[src/rtl/sdram_cache_pkg.sv]
// Shared definitions for the SDRAM-to-cache line-fill path: FSM state encoding,
// default bus widths and the line-offset width helper.
package sdram_cache_pkg;

  localparam int ADDR_W_DEF     = 8;
  localparam int BEAT_W_DEF     = 16;
  localparam int LINE_WORDS_DEF = 4;

  typedef enum logic [2:0] {
    IDLE = 3'd0,
    HI   = 3'd1,
    LO   = 3'd2,
    WR   = 3'd3,
    FIN  = 3'd4
  } fill_state_e;

  function automatic int line_ofs_w(input int line_words);
    return $clog2(line_words);
  endfunction

endpackage

[src/rtl/sdram_line_fill_if.sv]
// Request, SDRAM read-beat and RAM port-B signal bundle for sdram_line_fill.
// slave is the fill engine's view, master is the view of whoever drives it.
interface sdram_line_fill_if
  import sdram_cache_pkg::*;
#(
  parameter int ADDR_W     = ADDR_W_DEF,
  parameter int LINE_WORDS = LINE_WORDS_DEF,
  parameter int BEAT_W     = BEAT_W_DEF
) ();

  localparam int LINE_OFS_W = line_ofs_w(LINE_WORDS);

  logic                         req;
  logic [ADDR_W-LINE_OFS_W-1:0] req_line;
  logic [LINE_OFS_W-1:0]        req_word;
  logic                         busy;
  logic                         sd_valid;
  logic [BEAT_W-1:0]            sd_data;
  logic                         wren_b;
  logic [ADDR_W-1:0]            address_b;
  logic [2*BEAT_W-1:0]          data_b;
  logic                         done;
  logic                         crit_valid;
  logic [2*BEAT_W-1:0]          crit_data;

  modport slave (
    input  req, req_line, req_word, sd_valid, sd_data,
    output busy, wren_b, address_b, data_b, done, crit_valid, crit_data
  );

  modport master (
    output req, req_line, req_word, sd_valid, sd_data,
    input  busy, wren_b, address_b, data_b, done, crit_valid, crit_data
  );

endinterface

[src/rtl/sdram_line_fill.sv]
// Cache line-fill writer: packs SDRAM beat pairs into words and writes them to RAM port B
// critical-word-first. Define SDRAM_LINE_FILL_CRIT_FWD_EN to forward the critical word.
module sdram_line_fill
  import sdram_cache_pkg::*;
#(
  parameter int ADDR_W     = ADDR_W_DEF,
  parameter int LINE_WORDS = LINE_WORDS_DEF,
  parameter int BEAT_W     = BEAT_W_DEF
) (
  input  logic             clock,
  input  logic             reset,
  sdram_line_fill_if.slave bus
);

  localparam int LINE_OFS_W = line_ofs_w(LINE_WORDS);
  localparam int LINE_W     = ADDR_W - LINE_OFS_W;
  localparam int WORD_W     = 2 * BEAT_W;
  localparam logic [LINE_OFS_W-1:0] LAST_CNT = LINE_OFS_W'(LINE_WORDS - 1);

  fill_state_e             state_q, state_d;
  logic [LINE_W-1:0]       line_q, line_d;
  logic [LINE_OFS_W-1:0]   word_q, word_d;
  logic [LINE_OFS_W-1:0]   cnt_q, cnt_d;
  logic [LINE_OFS_W-1:0]   ofs;
  logic [BEAT_W-1:0]       hi_q, hi_d;
  logic                    wren_q, wren_d;
  logic [ADDR_W-1:0]       addr_q, addr_d;
  logic [WORD_W-1:0]       data_q, data_d;
  logic                    busy;
  logic                    done;

  always_ff @(posedge clock) begin
    if (reset) begin
      state_q <= IDLE;
      line_q  <= '0;
      word_q  <= '0;
      cnt_q   <= '0;
      hi_q    <= '0;
      wren_q  <= 1'b0;
      addr_q  <= '0;
      data_q  <= '0;
    end else begin
      state_q <= state_d;
      line_q  <= line_d;
      word_q  <= word_d;
      cnt_q   <= cnt_d;
      hi_q    <= hi_d;
      wren_q  <= wren_d;
      addr_q  <= addr_d;
      data_q  <= data_d;
    end
  end

  // A beat seen during a non-final WR opens the next word, so WR can skip straight to LO.
  always_comb begin
    state_d = state_q;
    case (state_q)
      IDLE: if (bus.req) state_d = HI;
      HI:   if (bus.sd_valid) state_d = LO;
      LO:   if (bus.sd_valid) state_d = WR;
      WR: begin
        if (cnt_q == LAST_CNT)  state_d = FIN;
        else if (bus.sd_valid)  state_d = LO;
        else                    state_d = HI;
      end
      FIN:     state_d = IDLE;
      default: state_d = IDLE;
    endcase
  end

  always_comb begin
    line_d = line_q;
    word_d = word_q;
    cnt_d  = cnt_q;
    hi_d   = hi_q;
    wren_d = 1'b0;
    addr_d = addr_q;
    data_d = data_q;
    ofs    = word_q + cnt_q;
    case (state_q)
      IDLE: begin
        if (bus.req) begin
          line_d = bus.req_line;
          word_d = bus.req_word;
          cnt_d  = '0;
        end
      end
      HI: if (bus.sd_valid) hi_d = bus.sd_data;
      LO: begin
        if (bus.sd_valid) begin
          wren_d = 1'b1;
          addr_d = {line_q, ofs};
          data_d = {hi_q, bus.sd_data};
        end
      end
      WR: begin
        cnt_d = cnt_q + LINE_OFS_W'(1);
        if (cnt_q != LAST_CNT && bus.sd_valid) hi_d = bus.sd_data;
      end
      default: ;
    endcase
  end

  always_comb begin
    busy = 1'b0;
    done = 1'b0;
    case (state_q)
      HI, LO, WR: busy = 1'b1;
      FIN:        done = 1'b1;
      default:    ;
    endcase
  end

  assign bus.busy      = busy;
  assign bus.done      = done;
  assign bus.wren_b    = wren_q;
  assign bus.address_b = addr_q;
  assign bus.data_b    = data_q;

`ifdef SDRAM_LINE_FILL_CRIT_FWD_EN
  logic              crit_valid_q, crit_valid_d;
  logic [WORD_W-1:0] crit_data_q, crit_data_d;

  // The first word of every fill is the critical one, whatever its offset in the line.
  always_comb begin
    crit_valid_d = 1'b0;
    crit_data_d  = crit_data_q;
    if (state_q == LO && bus.sd_valid && cnt_q == '0) begin
      crit_valid_d = 1'b1;
      crit_data_d  = {hi_q, bus.sd_data};
    end
  end

  always_ff @(posedge clock) begin
    if (reset) begin
      crit_valid_q <= 1'b0;
      crit_data_q  <= '0;
    end else begin
      crit_valid_q <= crit_valid_d;
      crit_data_q  <= crit_data_d;
    end
  end

  assign bus.crit_valid = crit_valid_q;
  assign bus.crit_data  = crit_data_q;
`else
  assign bus.crit_valid = 1'b0;
  assign bus.crit_data  = '0;
`endif

endmodule

[src/flat_wrapper.sv]
// flat-port wrapper written by rule: the top's interface ports become plain ports
module sdram_line_fill_flat import sdram_cache_pkg::*;
#(
  parameter int ADDR_W     = ADDR_W_DEF,
  parameter int LINE_WORDS = LINE_WORDS_DEF,
  parameter int BEAT_W     = BEAT_W_DEF
)
  (clock, reset, bus_req, bus_req_line, bus_req_word, bus_sd_valid, bus_sd_data, bus_busy, bus_wren_b, bus_address_b, bus_data_b, bus_done, bus_crit_valid, bus_crit_data);
  sdram_line_fill_if #(.ADDR_W(ADDR_W), .LINE_WORDS(LINE_WORDS), .BEAT_W(BEAT_W)) bus_i ();
  input  logic clock;
  input  logic reset;
  input wire logic [$bits(bus_i.req)-1:0] bus_req;
  input wire logic [$bits(bus_i.req_line)-1:0] bus_req_line;
  input wire logic [$bits(bus_i.req_word)-1:0] bus_req_word;
  input wire logic [$bits(bus_i.sd_valid)-1:0] bus_sd_valid;
  input wire logic [$bits(bus_i.sd_data)-1:0] bus_sd_data;
  output wire logic [$bits(bus_i.busy)-1:0] bus_busy;
  output wire logic [$bits(bus_i.wren_b)-1:0] bus_wren_b;
  output wire logic [$bits(bus_i.address_b)-1:0] bus_address_b;
  output wire logic [$bits(bus_i.data_b)-1:0] bus_data_b;
  output wire logic [$bits(bus_i.done)-1:0] bus_done;
  output wire logic [$bits(bus_i.crit_valid)-1:0] bus_crit_valid;
  output wire logic [$bits(bus_i.crit_data)-1:0] bus_crit_data;
  assign bus_i.req = bus_req;
  assign bus_i.req_line = bus_req_line;
  assign bus_i.req_word = bus_req_word;
  assign bus_i.sd_valid = bus_sd_valid;
  assign bus_i.sd_data = bus_sd_data;
  assign bus_busy = bus_i.busy;
  assign bus_wren_b = bus_i.wren_b;
  assign bus_address_b = bus_i.address_b;
  assign bus_data_b = bus_i.data_b;
  assign bus_done = bus_i.done;
  assign bus_crit_valid = bus_i.crit_valid;
  assign bus_crit_data = bus_i.crit_data;
  sdram_line_fill #(.ADDR_W(ADDR_W), .LINE_WORDS(LINE_WORDS), .BEAT_W(BEAT_W)) u_core (.clock(clock), .reset(reset), .bus(bus_i));
endmodule
[config.mk]
export PLATFORM = sky130hd
export DESIGN_NAME = sdram_line_fill_flat
export DESIGN_NICKNAME = d
export VERILOG_FILES = /design/src/rtl/sdram_cache_pkg.sv /design/src/rtl/sdram_line_fill_if.sv /design/src/rtl/sdram_line_fill.sv /design/src/flat_wrapper.sv
export SDC_FILE = /design/constraint.sdc
export NUM_CORES = 1
export LEC_CHECK = 0
export ABC_AREA = 1
export CAP_MARGIN = 40
export CORE_MARGIN = 2
export CORE_UTILIZATION = 48
export DETAILED_ROUTE_END_ITERATION = 10
export PLACE_DENSITY = 0.85
export SLEW_MARGIN = 20
export SYNTH_ARGS = -nofsm -noshare
export SYNTH_HDL_FRONTEND = slang
export SYNTH_SLANG_ARGS = --single-unit
[constraint.sdc]
create_clock -name clock -period 2.4 [get_ports clock]
set_clock_uncertainty 0.1 [all_clocks]
set_input_delay 0.6 -clock clock [delete_from_list [all_inputs] [get_ports clock]]
set_output_delay 0.6 -clock clock [all_outputs]
set_load 0.02 [all_outputs]
==> results of run 1 <==
==> worst max-delay path, cell delays in order, from the launching register on <==
cell and delay (ns):
dfxtp_1 0.44, inv_2 0.14, nor3_1 0.16, dlygate4sd2_1 0.35
==> where the power goes <==
group | internal (mW) | switching, mW
sequential | 1.30 | 0.0837
clock | 0.504 | 0.430
combinational | 0.311 | 0.436
==> final timing paths <==
| path | slack, ns | cells past startpoint | startpoint | end |
|---|---|---|---|---|
| worst max-delay path | 0.27 | 3 | u_core.state_q[2]$_SDFFE_PP0P_ | bus_done |
| worst min-delay path | 0.36 | 2 | u_core.line_q[3]$_SDFFE_PP0P_ | u_core.line_q[3]$_SDFFE_PP0P_ |
| worst max register to register | 0.96 | 4 | u_core.state_q[1]$_SDFFE_PP0P_ | u_core.line_q[1]$_SDFFE_PP0P_ |
| worst min register to register | 0.36 | 2 | u_core.line_q[3]$_SDFFE_PP0P_ | u_core.line_q[3]$_SDFFE_PP0P_ |
==> kinds of logic (layout without fill, tap and decap cells) <==
family                   Yosys count  after routing  synth area share [%]
flip-flops                        70             70                  48.7
adder cells (fa/ha/maj)            2              2                 0.869
other                              1             33                 0.130
AO/OA/AOI/OAI                     69             69                  12.0
AND/OR/NAND/NOR                  168            168                  23.7
buffers and inverters             68            106                  14.6
==> routing by layer <==
metal / vias to the layer above / GRT usage, %
met1: 1106 / 23.9
li1: 1265 / -
met5: - / 0
met4: 0 / 10.2
met3: 13 / 4.62
met2: 110 / 33.0
==> state kept, by name, indices dropped and copies added, names as in the netlist <==
register / flops
u_core.cnt_q: 2
u_core.bus.data_b: 32
u_core.state_q: 3
u_core.line_q: 6
u_core.bus.address_b: 8
u_core.word_q: 2
u_core.bus.wren_b: 1
u_core.hi_q: 16
==> synthesized netlist by cell type <==
cell,number
clkbuf_1,7
nor2_4,2
o21ai_0,35
buf_4,40
nor3_1,2
a21oi_1,13
buf_2,6
nand4_1,7
nor2_1,121
buf_1,1
buf_6,1
nand3_1,6
inv_1,7
o21ai_1,21
dfxtp_1,70
inv_2,6
nand3b_1,2
nand2_2,1
nand2_1,27
ha_1,2
conb_1,1
==> through the flow <==
| step | std cells | utilization, % | hold slack [ns] |
|---|---|---|---|
| after floorplan | 410 | - | 0.337 |
| after global placement | 507 | 59.6 | 0.347 |
| after detailed placement | 507 | 59.6 | 0.352 |
| after CTS | 523 | 63.0 | 0.363 |
| after global routing | 523 | 63.1 | 0.394 |
| final | 523 | 63.1 | 0.361 |
==> repair_timing <==
item,4_1_cts,5_1_grt
setup endpoints to repair,2,1
resized for setup,3,1
gates cloned,0,0
endpoints found under the hold margin,0,0
==> cell type report <==
cell class	instances	area [um^2]
clock buffers	10	138
clock inverters	6	61.3
fillers	525	2160
inverters	13	48.8
multi-input cells	272	1180
flip-flops and latches	70	1400
well taps	75	93.8
repair buffers	77	767
==> flow_summary.json, run 1 <==
{
  "start_kind": "register",
  "cp.arrival_ns": 1.43,
  "hold_viol": 0,
  "antenna_left": 0,
  "vias": 2494,
  "mostFrequentLayoutCells": "nor2_1, clkdlybuf4s50_1, dfxtp_1, o21ai_0, conb_1",
  "top_layer": "met4",
  "start_util_pct": 49.2,
  "outcome": "completed",
  "max_freq_mhz": 469,
  "drt-met1-wl_um": 2610,
  "root_buffer": "clkbuf_8",
  "dpl_cell_area_mm2": 0.00349,
  "setup_tns_ns": 0,
  "drt_iter0_drc": 161,
  "cellPowerDensity_mw_per_mm2": 830,
  "finalPower_mw": 3.06,
  "synth_area_leaders": "dfxtp_1, nor2_1, buf_4",
  "cts_setup_buffers": 0,
  "finalMaxSlewViolations": 0,
  "synth.distinct_cells": 21,
  "nets": 473,
  "netlist_area_mm2": 0.00288,
  "cts_tree": "yes",
  "wl_um": 6190,
  "drive_above_1_share_pct": 7.59,
  "finalInstanceArea_mm2": 0.00369,
  "min_period_ns": 2.13,
  "cp-end-kind": "output pin",
  "die_h_um": 81.4,
  "grt_overflow": 0,
  "synth_top_area_share_pct": 48.7,
  "avgSynthCellArea_um2": 7.62,
  "antenna_cells": 0,
  "hpwl_um": 4270,
  "holdCritPathClass": "reg -> reg",
  "postCtsHoldBufs": 0,
  "grt_max_degree": 43,
  "finalWorstSetupSlack_ns": 0.268,
  "routabilityCongestion": 0.853,
  "dr.pass1.iters": 4,
  "ios": 104,
  "grt_use_total_pct": 19.8,
  "antenna_found_initial": 0,
  "yosys_warnings": 0,
  "wl_per_cell_um": 11.8,
  "cts.clk_slew.worst_paths_ns": 0.07,
  "die_w_um": 81.4,
  "syn_inst": 378,
  "syn_to_final_growth_pct": 28.2,
  "die_area_mm2": 0.00663,
  "ys_seq_elements": 70,
  "crit_fanout": 12,
  "numCtsBuffers": 9,
  "setup_viol": 0,
  "met2_length_um": 3010,
  "wl_met3_um": 422,
  "grt_pass1_wl_um": 9930,
  "timing.final.crit_share_pct": 88.8,
  "clk_path_buf_depth": 2,
  "fp-row-count": 28,
  "grt_pass1_vias": 2172,
  "cap_violations": 0,
  "drcViolationCount": 0,
  "grt_setup_unrepaired": "false",
  "peakVddDrop_uv": 373,
  "via_per_inst": 4.77,
  "yosys.area.top_type": "dfxtp_1",
  "clock_latency_ns": 0.34,
  "crit_type": "reg -> out",
  "numPortBuffers": 70,
  "ys_seq_area_share_pct": 48.7,
  "cp_data_required_time_ns": 1.70,
  "place_ws_ns": 0.293,
  "core_area_mm2": 0.00585,
  "h-tree-depth": 3,
  "leakage_nw": 1.54,
  "cts.sinks": 70,
  "layout_commonest_cell": "nor2_1"
}
Power figures use the tool's default switching activity.
==> inputs of run 2 (changes only) <==
- SKIP_LAST_GASP: default -> 1
==> results of run 2 <==
The final DEF is identical to that of run 1; final timing and power are the same.
==> inputs of run 3 (changes only) <==
- ABC_AREA: 1 -> default
==> flow_summary.json, run 3 <==
{
  "crit_fanout": 5,
  "drive_above_1_share_pct": 7.58,
  "yosys.area.top_type": "dfxtp_1",
  "start_util_pct": 49.0,
  "reg2reg_to": "u_core.hi_q[14]$_SDFFE_PP0P_",
  "grt_overflow": 0,
  "mostFrequentLayoutCells": "nand2_1, dfxtp_1, clkdlybuf4s50_1, a21oi_1, conb_1",
  "cp.arrival_ns": 1.62,
  "cts_tree": "yes",
  "synthFlopType": "dfxtp_1",
  "ys_seq_area_share_pct": 49.2,
  "peakVddDrop_uv": 570,
  "syn_inst": 352,
  "cp_data_required_time_ns": 1.70,
  "max_freq_mhz": 431,
  "leakage_nw": 1.39,
  "timing.final.crit_share_pct": 96.6,
  "setup_tns_ns": 0,
  "rrSetupSlack_ns": 0.59,
  "start_kind": "register",
  "cts.sinks": 70,
  "synth.distinct_cells": 30,
  "wl_per_cell_um": 13.3,
  "min-delay-start": "u_core.hi_q[1]$_SDFFE_PP0P_",
  "synth_edf_count": 0,
  "dr.pass1.iters": 5,
  "netlist_area_mm2": 0.00285,
  "core_area_mm2": 0.00582,
  "synthArstFlopShare_pct": 0,
  "fp-row-count": 28,
  "finalWorstSetupSlack_ns": 0.0808,
  "synth.most_common_cell": "nand2_1",
  "antenna_left": 0,
  "finalMaxSlewViolations": 0,
  "reg2regPathDepth": 4,
  "setup_viol": 0,
  "nets": 448,
  "avgSynthCellArea_um2": 8.09,
  "clk_path_buf_depth": 2,
  "crit_type": "reg -> out",
  "postCtsHoldBufs": 0,
  "outcome": "completed",
  "numPortBuffers": 70,
  "holdCritPathClass": "reg -> reg",
  "drcViolationCount": 0,
  "via_per_inst": 5.08,
  "synth_top_area_share_pct": 49.2,
  "ys_seq_elements": 70,
  "grt_pass1_wl_um": 10500,
  "grt_max_degree": 43,
  "die_w_um": 81.0,
  "r2r-start": "u_core.cnt_q[0]$_SDFFE_PP0P_",
  "worst_pin_slew_ns": 0.689,
  "largest_reg_flops": 32,
  "grt_setup_unrepaired": "false",
  "whs_endpoint": "u_core.bus.data_b[17]$_SDFFE_PP0P_",
  "h-tree-depth": 3,
  "grt_pass1_vias": 2197,
  "maxSlewHeadroom_pct": 54.0,
  "synthTopCellsByCount": "nand2_1, dfxtp_1, a21oi_1, buf_4, nand3_1",
  "antenna_found_initial": 0,
  "routabilityCongestion": 0.891,
  "ios": 104,
  "layout_commonest_cell": "nand2_1",
  "vias": 2524,
  "clock_latency_ns": 0.33,
  "syn_to_final_growth_pct": 32.0,
  "wl_um": 6620,
  "cap_violations": 0,
  "hpwl_um": 4540,
  "die_area_mm2": 0.00657,
  "synth_area_leaders": "dfxtp_1, nand2_1, a21oi_1",
  "antenna_cells": 0,
  "min_period_ns": 2.32,
  "hold_viol": 0,
  "cp-end-kind": "output pin",
  "drt_iter0_drc": 209,
  "yosys_warnings": 0,
  "cts.clk_slew.worst_paths_ns": 0.07,
  "cellPowerDensity_mw_per_mm2": 712,
  "die_h_um": 81.0,
  "numCtsBuffers": 9,
  "grt_use_total_pct": 21.0,
  "root_buffer": "clkbuf_8",
  "place_ws_ns": 0.172,
  "hold_path_depth": 2
}
-- run 3: cell count changes after synthesis, sizes merged, moves of 2 or more --
| cell | before | now |
|---|---|---|
| o21ai | 56 | 16 |
| and2 | 0 | 2 |
| a21oi | 13 | 65 |
| buf | 48 | 44 |
| nor3 | 2 | 0 |
| nand3 | 6 | 17 |
| nor2 | 123 | 4 |
| o221a | 0 | 2 |
| nand2 | 28 | 97 |
| and3 | 0 | 2 |
| clkbuf | 7 | 14 |
| inv | 13 | 2 |
| nand4 | 7 | 0 |
| o31ai | 0 | 2 |
-- run 3: metal layers --
layer,GRT usage [%],wire length [um],share of wire (%)
met1,27.8,2840,43
met2,32.5,3180,48
met3,5.78,502,7.6
met5,0,0,0
met4,8.14,97,1.5
-- run 3: critical path, stage by stage (launching register included) --
cell	delay [ns]
dfxtp_1	0.32
nor2_2	0.20
and2_1	0.16
clkdlybuf4s50_1	0.60
-- run 3: how the worst max path moves through the flow --
stage                                   start                       endpoint  slack, ns  depth (start not counted)
2_1_floorplan  u_core.state_q[0]$_SDFFE_PP0P_                       bus_done       0.79                          3
3_3_place_gp                          bus_req  u_core.line_q[1]$_SDFFE_PP0P_       0.23                          4
3_5_place_dp                          bus_req  u_core.line_q[0]$_SDFFE_PP0P_       0.17                          4
4_1_cts        u_core.state_q[1]$_SDFFE_PP0P_                       bus_done       0.07                          3
5_1_grt        u_core.state_q[1]$_SDFFE_PP0P_                       bus_done       0.02                          3
6_report       u_core.state_q[1]$_SDFFE_PP0P_                       bus_done       0.08                          3
-- run 3: kinds of logic after synthesis --
family | synth area share (%)
AND/OR/NAND/NOR | 19.5
AO/OA/AOI/OAI | 16.4
flip-flops | 49.2
buffers and inverters | 13.0
adder cells (fa/ha/maj) | 0.878
XOR/XNOR | 0.615
other | 0.132
multiplexers | 0.351
-- run 3: through the flow --
step / cells / cell area (um^2) / utilization (%) / power (mW) / hold slack [ns]
finish: 497 / 3760 / 64.7 / 2.68 / 0.354
global route: 497 / 3760 / 64.7 / 2.79 / 0.370
CTS: 497 / 3760 / 64.7 / 2.69 / 0.352
detailed placement: 482 / 3520 / 60.6 / 1.57 / 0.342
global placement: 482 / 3520 / 60.6 / 1.56 / 0.335
floorplan: 384 / 2970 / - / 1.48 / 0.328
-- run 3: repair_timing --
item                                    CTS  global route
buffers inserted                          0             0
endpoints found under the setup margin    1             0
hold endpoints to repair                  0             0
gates resized for setup                   1             0
-- run 3: where the power goes --
group | total [mW] | internal, mW | switching (mW)
sequential | 1.22 | 1.20 | 0.0220
combinational | 0.324 | 0.128 | 0.196
clock | 1.13 | 0.712 | 0.416
-- run 3: final cells by class --
class	count	area (um^2)
clock inverters	4	95.1
fillers	495	2050
repair buffers	81	816
multi-input cells	254	1210
clock buffers	11	141
flip-flops and latches	70	1400
well taps	75	93.8
inverters	2	7.51
